==> src/rtl/booth_pkg.sv <==
// Shared encodings for the sign-representation converter family.
package booth_pkg;

  localparam logic MODE_2C2SM = 1'b0;
  localparam logic MODE_SM22C = 1'b1;

endpackage

==> src/rtl/twoc_negate.sv <==
// Combinational negate/saturate datapath between the S1 and S2 registers.
module twoc_negate
  import booth_pkg::*;
#(
  parameter int WIDTH = 64
) (
  input  logic [WIDTH-1:0] data,
  input  logic             mode,
  output logic [WIDTH-1:0] result,
  output logic             ovf,
  output logic             negz
);

  logic             sign;
  logic             mag_zero;
  logic [WIDTH-1:0] mag_ext;
  logic [WIDTH-1:0] neg_in;
  logic [WIDTH-1:0] neg_mag;

  assign sign     = data[WIDTH-1];
  assign mag_zero = (data[WIDTH-2:0] == '0);
  assign mag_ext  = {1'b0, data[WIDTH-2:0]};
  assign neg_in   = ~data + WIDTH'(1);
  assign neg_mag  = ~mag_ext + WIDTH'(1);

  // A sign bit with zero low bits is the most-negative value in 2C and -0 in SM.
  always_comb begin
    result = data;
    ovf    = 1'b0;
    negz   = 1'b0;
    if (sign) begin
      if (mode == MODE_2C2SM) begin
        if (mag_zero) begin
          result = '1;
          ovf    = 1'b1;
        end else begin
          result = {1'b1, neg_in[WIDTH-2:0]};
        end
      end else begin
        if (mag_zero) begin
          result = '0;
          negz   = 1'b1;
        end else begin
          result = neg_mag;
        end
      end
    end
  end

endmodule

==> src/rtl/twoc_sm_conv.sv <==
// Two-stage valid/ready converter between two's complement and sign-magnitude.
module twoc_sm_conv
  import booth_pkg::*;
#(
  parameter int WIDTH = 64,
  parameter int CNT_W = 16
) (
  input  logic             clk,
  input  logic             rst_n,
  input  logic             in_valid,
  output logic             in_ready,
  input  logic [WIDTH-1:0] in_data,
  input  logic             in_mode,
  output logic             out_valid,
  input  logic             out_ready,
  output logic [WIDTH-1:0] out_data,
  output logic             out_ovf,
  output logic             out_negz,
  output logic [CNT_W-1:0] ovf_count
);

  logic             rdy_en;
  logic             s1_valid;
  logic [WIDTH-1:0] s1_data;
  logic             s1_mode;
  logic             s1_adv;
  logic             s2_adv;
  logic             in_fire;
  logic [WIDTH-1:0] conv_data;
  logic             conv_ovf;
  logic             conv_negz;

  assign s2_adv  = !out_valid || out_ready;
  assign s1_adv  = !s1_valid || s2_adv;
  // rdy_en keeps in_ready low through reset and releases it one edge later.
  assign in_ready = rdy_en && s1_adv;
  assign in_fire  = in_valid && in_ready;

  twoc_negate #(
    .WIDTH(WIDTH)
  ) u_negate (
    .data  (s1_data),
    .mode  (s1_mode),
    .result(conv_data),
    .ovf   (conv_ovf),
    .negz  (conv_negz)
  );

  always_ff @(posedge clk) begin
    if (!rst_n) begin
      rdy_en    <= 1'b0;
      s1_valid  <= 1'b0;
      s1_data   <= '0;
      s1_mode   <= MODE_2C2SM;
      out_valid <= 1'b0;
      out_data  <= '0;
      out_ovf   <= 1'b0;
      out_negz  <= 1'b0;
      ovf_count <= '0;
    end else begin
      rdy_en <= 1'b1;

      if (s1_adv) begin
        s1_valid <= in_fire;
        if (in_fire) begin
          s1_data <= in_data;
          s1_mode <= in_mode;
        end
      end

      if (s2_adv) begin
        out_valid <= s1_valid;
        if (s1_valid) begin
          out_data <= conv_data;
          out_ovf  <= conv_ovf;
          out_negz <= conv_negz;
        end
      end

      if (out_valid && out_ready && out_ovf && (ovf_count != '1)) begin
        ovf_count <= ovf_count + CNT_W'(1);
      end
    end
  end

endmodule
==> config.mk <==
export PLATFORM = sky130hd
export DESIGN_NAME = twoc_sm_conv
export DESIGN_NICKNAME = d
export VERILOG_FILES = /design/src/rtl/booth_pkg.sv /design/src/rtl/twoc_negate.sv /design/src/rtl/twoc_sm_conv.sv
export SDC_FILE = /design/constraint.sdc
export NUM_CORES = 1
export LEC_CHECK = 0
export CORE_MARGIN = 4
export CORE_UTILIZATION = 50
export DETAILED_ROUTE_END_ITERATION = 16
export GPL_ROUTABILITY_DRIVEN = 0
export PLACE_DENSITY = 0.82
export SLEW_MARGIN = 20
export SYNTH_ARGS = -nofsm -noshare
export SYNTH_HDL_FRONTEND = slang
export SYNTH_SLANG_ARGS = --single-unit
==> constraint.sdc <==
create_clock -name clk -period 4.45 [get_ports clk]
set_input_delay 0.89 -clock clk [delete_from_list [all_inputs] [get_ports clk]]
set_output_delay 0.89 -clock clk [all_outputs]
set_load 0.03 [all_outputs]
### Yosys cells after proc, flatten, opt, wreduce, memory -nomap -nowiden

Cells that the tools add are included.
Widths: inputs -> output; s select.

| cells by class | value |
|---|---|
| $add $sub $neg | 3 |
| eq/ne operators | 1 |
| muxes and demuxes | 10 |
| bitwise gates (word level) | 2 |
| reduce and logical (&&, ||, !) cells | 12 |

Operators by type and width:

| operator | number |
|---|---|
| $mux 64 | 3 |
| $add 64x1->64 const B | 1 |
| $not 63->64 | 1 |
| $add 63x1->63 const B | 1 |
| $logic_not 63->1 | 1 |
| $mux 63 | 1 |
| $not 63->63 | 1 |
| $add 16x1->16 const B | 1 |
| $ne 16x16->1 const B | 1 |
| $mux 1 | 6 |
| $logic_and 1x1->1 | 5 |
| $reduce_and 2->1 | 2 |
| $logic_not 1->1 | 2 |
| $logic_or 1x1->1 | 2 |

| storage, ports and cells | value |
|---|---|
| register bits | 150 |

### Logic depth before layout (Yosys ltp)

| depth | value |
|---|---|
| depth in word-level cells | 6 |
| gate-level depth with buffers | 10 |

### Hierarchy

From an unflattened synthesis, not the netlist that was laid out.

| unflattened totals | value |
|---|---|
| cells, all modules | 1077 |
| area, all modules | 8092.8 um^2 |

By module, submodules not included:

| module | instances | cells an instance | area each (um^2) | seq. area each (um^2) |
|---|---|---|---|---|
| twoc_sm_conv | 1 | 672 | 5713.0 | 3002.9 |
| twoc_negate | 1 | 405 | 2379.8 | 0.0 |

### Worst setup path after synthesis

Ideal clock, no wire load.

| timing path | value |
|---|---|
| path kind | flip-flop to flip-flop |
| from | register s1_data[56] |
| to | register out_data[36] |
| library setup time | 0.139 ns |
| arrival time | 2.740 ns |
| required time | 4.311 ns |
| slack | 1.571 ns |
| cell stages (with the launch flop) | 10 |
| path buffers | 3 |
| clock period less this slack | 2.879 ns |
| path through | dfxtp_1 -> buf_6 -> or4_4 -> or3_4 -> or4_4 -> buf_6 -> or4_4 -> nand2_4 -> buf_8 -> a211oi_1 |

| between the ends | value |
|---|---|
| cells in the longest elaborated chain, start to end | 4 |

RTL lines:

| item | RTL line | source |
|---|---|---|
| start: declaration | twoc_sm_conv.sv:24 | `logic [WIDTH-1:0] s1_data;` |
| start signal: assignment | twoc_sm_conv.sv:66 | `s1_data <= in_data;` |
| $logic_not 63->1 (*) | twoc_negate.sv:21 | `assign mag_zero = (data[WIDTH-2:0] == '0);` |
| $mux 63 / $mux 64 (equally long branches) | twoc_negate.sv:33, twoc_negate.sv:40 |  |
| $mux 64 (*) | twoc_negate.sv:32 | `if (mode == MODE_2C2SM) begin` |
| $mux 64 (*) | twoc_negate.sv:31 | `if (sign) begin` |
| end signal: assignment | twoc_sm_conv.sv:74 | `out_data <= conv_data;` |
| end: declaration | twoc_sm_conv.sv:16 | `output logic [WIDTH-1:0] out_data,` |

Every way passes the cells marked *; elsewhere a longest branch is shown, timed or not.
A chain may end at the register's enable or synchronous reset.

### Final worst setup path

| timing path | value |
|---|---|
| from | input port out_ready |
| to | output port in_ready |

| between the ends | value |
|---|---|
| cells in the longest elaborated chain, start to end | 3 |

RTL lines:

| item | RTL line | source |
|---|---|---|
| start: declaration | twoc_sm_conv.sv:15 | `input logic out_ready,` |
| $logic_or 1x1->1 | twoc_sm_conv.sv:33 | `assign s2_adv = !out_valid \|\| out_ready;` |
| $logic_or 1x1->1 | twoc_sm_conv.sv:34 | `assign s1_adv = !s1_valid \|\| s2_adv;` |
| $logic_and 1x1->1 | twoc_sm_conv.sv:36 | `assign in_ready = rdy_en && s1_adv;` |
| end: declaration | twoc_sm_conv.sv:11 | `output logic in_ready,` |

Every way passes these cells.

==> impl_metrics.env <==
export IMPL_n_antenna_cell=0
export IMPL_yosysWarnings=0
export IMPL_routed_wl_mm=22.36
export IMPL_min_period_ns=3.388
export IMPL_syn_to_final_growth_pct=29.55
export IMPL_fin_skew_ns=0.009780
export IMPL_synth_seq_cells=150
export IMPL_detail_route_wl_per_cell_um=17.64
export IMPL_ff_latch_area_mm2=0.003004
export IMPL_hold_viol=0
export IMPL_grt_first_pass_wirelength_mm=36.21
export IMPL_cts_resized_gates=0
export IMPL_htree_levels=4
export IMPL_cts_root_buffer="clkbuf_16"
export IMPL_final_cell_area_mm2=0.009429
export IMPL_peakVddDrop_mv=0.2691
export IMPL_firstDrtPassIters=8
export IMPL_maxCapViolCount=0
export IMPL_clkSinkCount=150
export IMPL_setup_viol=0
export IMPL_syn_nets=1029
export IMPL_fp_dieW_um=128.7
export IMPL_cp_start_kind="primary input"
export IMPL_synth_common_cells="nand2_1, dfxtp_1, a21oi_1"
export IMPL_fmax_mhz=295.2
export IMPL_drive_gt1_share_pct=6.710
export IMPL_p_per_area_mw_per_mm2=355.5
export IMPL_core_mm2=0.01404
export IMPL_start_util_pct=51.83
export IMPL_drc=0
export IMPL_post_cts_setup_buffers=0
export IMPL_p_leak_nw=3.255
export IMPL_tightest_slew_ns=1.026
export IMPL_async_reset_ff_share_pct=0
export IMPL_synth_largest_area_cell="dfxtp_1"
export IMPL_ys_seq_area_share_pct=41.26
export IMPL_post_dp_cell_area_mm2=0.008855
export IMPL_clockBufferDepth=2
export IMPL_grt_pass1_vias=7101
export IMPL_clk_pin_slew_worst_paths_ns=0.05
export IMPL_syn_inst=958
export IMPL_drtIter0Drc=936
export IMPL_final_setup_tns_ns=0
export IMPL_arrival_ns=2.50
export IMPL_cts_buffers=17
export IMPL_nets=1148
export IMPL_ant_nets=0
export IMPL_syn_area_mm2=0.007278
export IMPL_die_area_mm2=0.01655
export IMPL_cts_tree="built"
export IMPL_maxSlewHeadroom_pct=31.36
export IMPL_final_period_utilization_pct=76.13
export IMPL_multi_input_area_mm2=0.003964
export IMPL_status="finished clean"
export IMPL_dp_hpwl_mm=15.47
export IMPL_cp_max_fo=4
export IMPL_yosysMostFrequentCell="nand2_1"
export IMPL_grt_ovfl_total=0
export IMPL_ctsHoldBuffers=0
export IMPL_vias=7558
export IMPL_synth_top_area_share_pct=41.26
export IMPL_viasPerCell=5.961
export IMPL_num_fill_cells=1188
export IMPL_synth_avg_cell_area_um2=7.597
export IMPL_worstSetupEndpointType="primary output"
export IMPL_crit_required_ns=3.56
export IMPL_rsz0062_at_grt="no"
export IMPL_ys_top_cells_by_area="dfxtp_1, nand2_1, a21oi_1"
export IMPL_antenna_found_initial=0
export IMPL_io_pins=153
export IMPL_die_h_um=128.7
export IMPL_criticalPathCategory="primary input to primary output"
export IMPL_synth_edff_count=0
export IMPL_synth_cell_types=62
export IMPL_hold_path_class="register to register"
export IMPL_grtUsageTotal_pct=27.40
export IMPL_finalMaxSlewViolations=0
export IMPL_port_buffers=152
export IMPL_rows=43
export IMPL_grt_max_degree=103
export IMPL_clkLatencyLatePin_ns=0.44
export IMPL_ys_flop_type="dfxtp_1"
==> where the power goes <==
group          switching [mW]  internal [mW]
sequential             0.0604           1.39
clock                   0.556          0.860
combinational           0.285          0.200
total                   0.901           2.45
==> metal layers <==
layer,wire (um),vias to the layer above,global-route usage (%)
met5,0,-,0
met4,643,0,12.04
met3,2064,61,8.676
met2,10260,344,43.23
met1,9396,3504,34.50
li1,-,3649,-
==> flip-flops by register name (all words and copies together), names as in the netlist <==
register and count:
out_data 64, s1_data 64, out_negz 1, out_valid 1, s1_mode 1, rdy_en 1
out_ovf 1, s1_valid 1, ovf_count 16
==> worst max-delay path: stages <==
cell             delay [ns]
clkdlybuf4s50_1        0.44
nor2b_1                0.25
nand2_1                0.12
and2_1                 0.20
clkdlybuf4s50_1        0.60
==> final timing paths <==
check        slack (ns)                 startpoint  cells after the start                         to
max                1.06                  out_ready                      5                   in_ready
min reg2reg        0.44  out_data[41]$_SDFFE_PN0P_                      2  out_data[41]$_SDFFE_PN0P_
min                0.44  out_data[41]$_SDFFE_PN0P_                      2  out_data[41]$_SDFFE_PN0P_
max reg2reg        1.20   s1_data[22]$_SDFFE_PN0P_                      7  out_data[53]$_SDFFE_PN0P_
==> logic make-up after synthesis <==
logic type	Yosys count	share of synthesized area, %
multiplexers	8	1.117
flip-flops	150	41.26
buffers and inverters	74	4.401
XOR/XNOR	14	1.685
adder cells (fa/ha/maj)	2	0.3438
AO/OA/AOI/OAI	260	21.02
AND/OR/NAND/NOR	450	30.17
==> area by class of cell <==
class | instances | share of cell area [%]
Multi-Input combinational cell | 734 | 42.04
Sequential cell | 150 | 31.86
Timing Repair Buffer | 164 | 17.22
Clock buffer | 22 | 5.029
Tap cell | 180 | 2.389
Clock inverter | 8 | 1.062
Inverter | 10 | 0.3981
==> per-stage QoR <==
stage	hold WS, ns	total power [mW]	setup WS, ns	util, %	instances
after CTS	0.4484	3.362	1.070	67.15	1268
after global placement	0.4297	1.948	1.090	63.06	1238
final	0.4439	3.352	1.062	67.15	1268
after detailed placement	0.4409	1.953	1.082	63.06	1238
after global routing	0.4642	3.475	0.9628	67.15	1268
after floorplan	0.4542	1.766	1.571	-	958
==> cell usage in the layout (no fill, tap or decap), drive strengths merged, types with 19 or more instances in the layout <==
master / Yosys / routed
a21oi: 115 / 115
clkbuf: 53 / 22
clkdlybuf4s50: 0 / 152
dfxtp: 150 / 150
nand2: 223 / 223
nand3: 28 / 28
nor2: 55 / 55
nor3: 32 / 32
nor4: 25 / 25
o211ai: 19 / 19
o21ai: 64 / 64
or3: 30 / 30
Note: power is estimated with default switching activity, not from simulation.
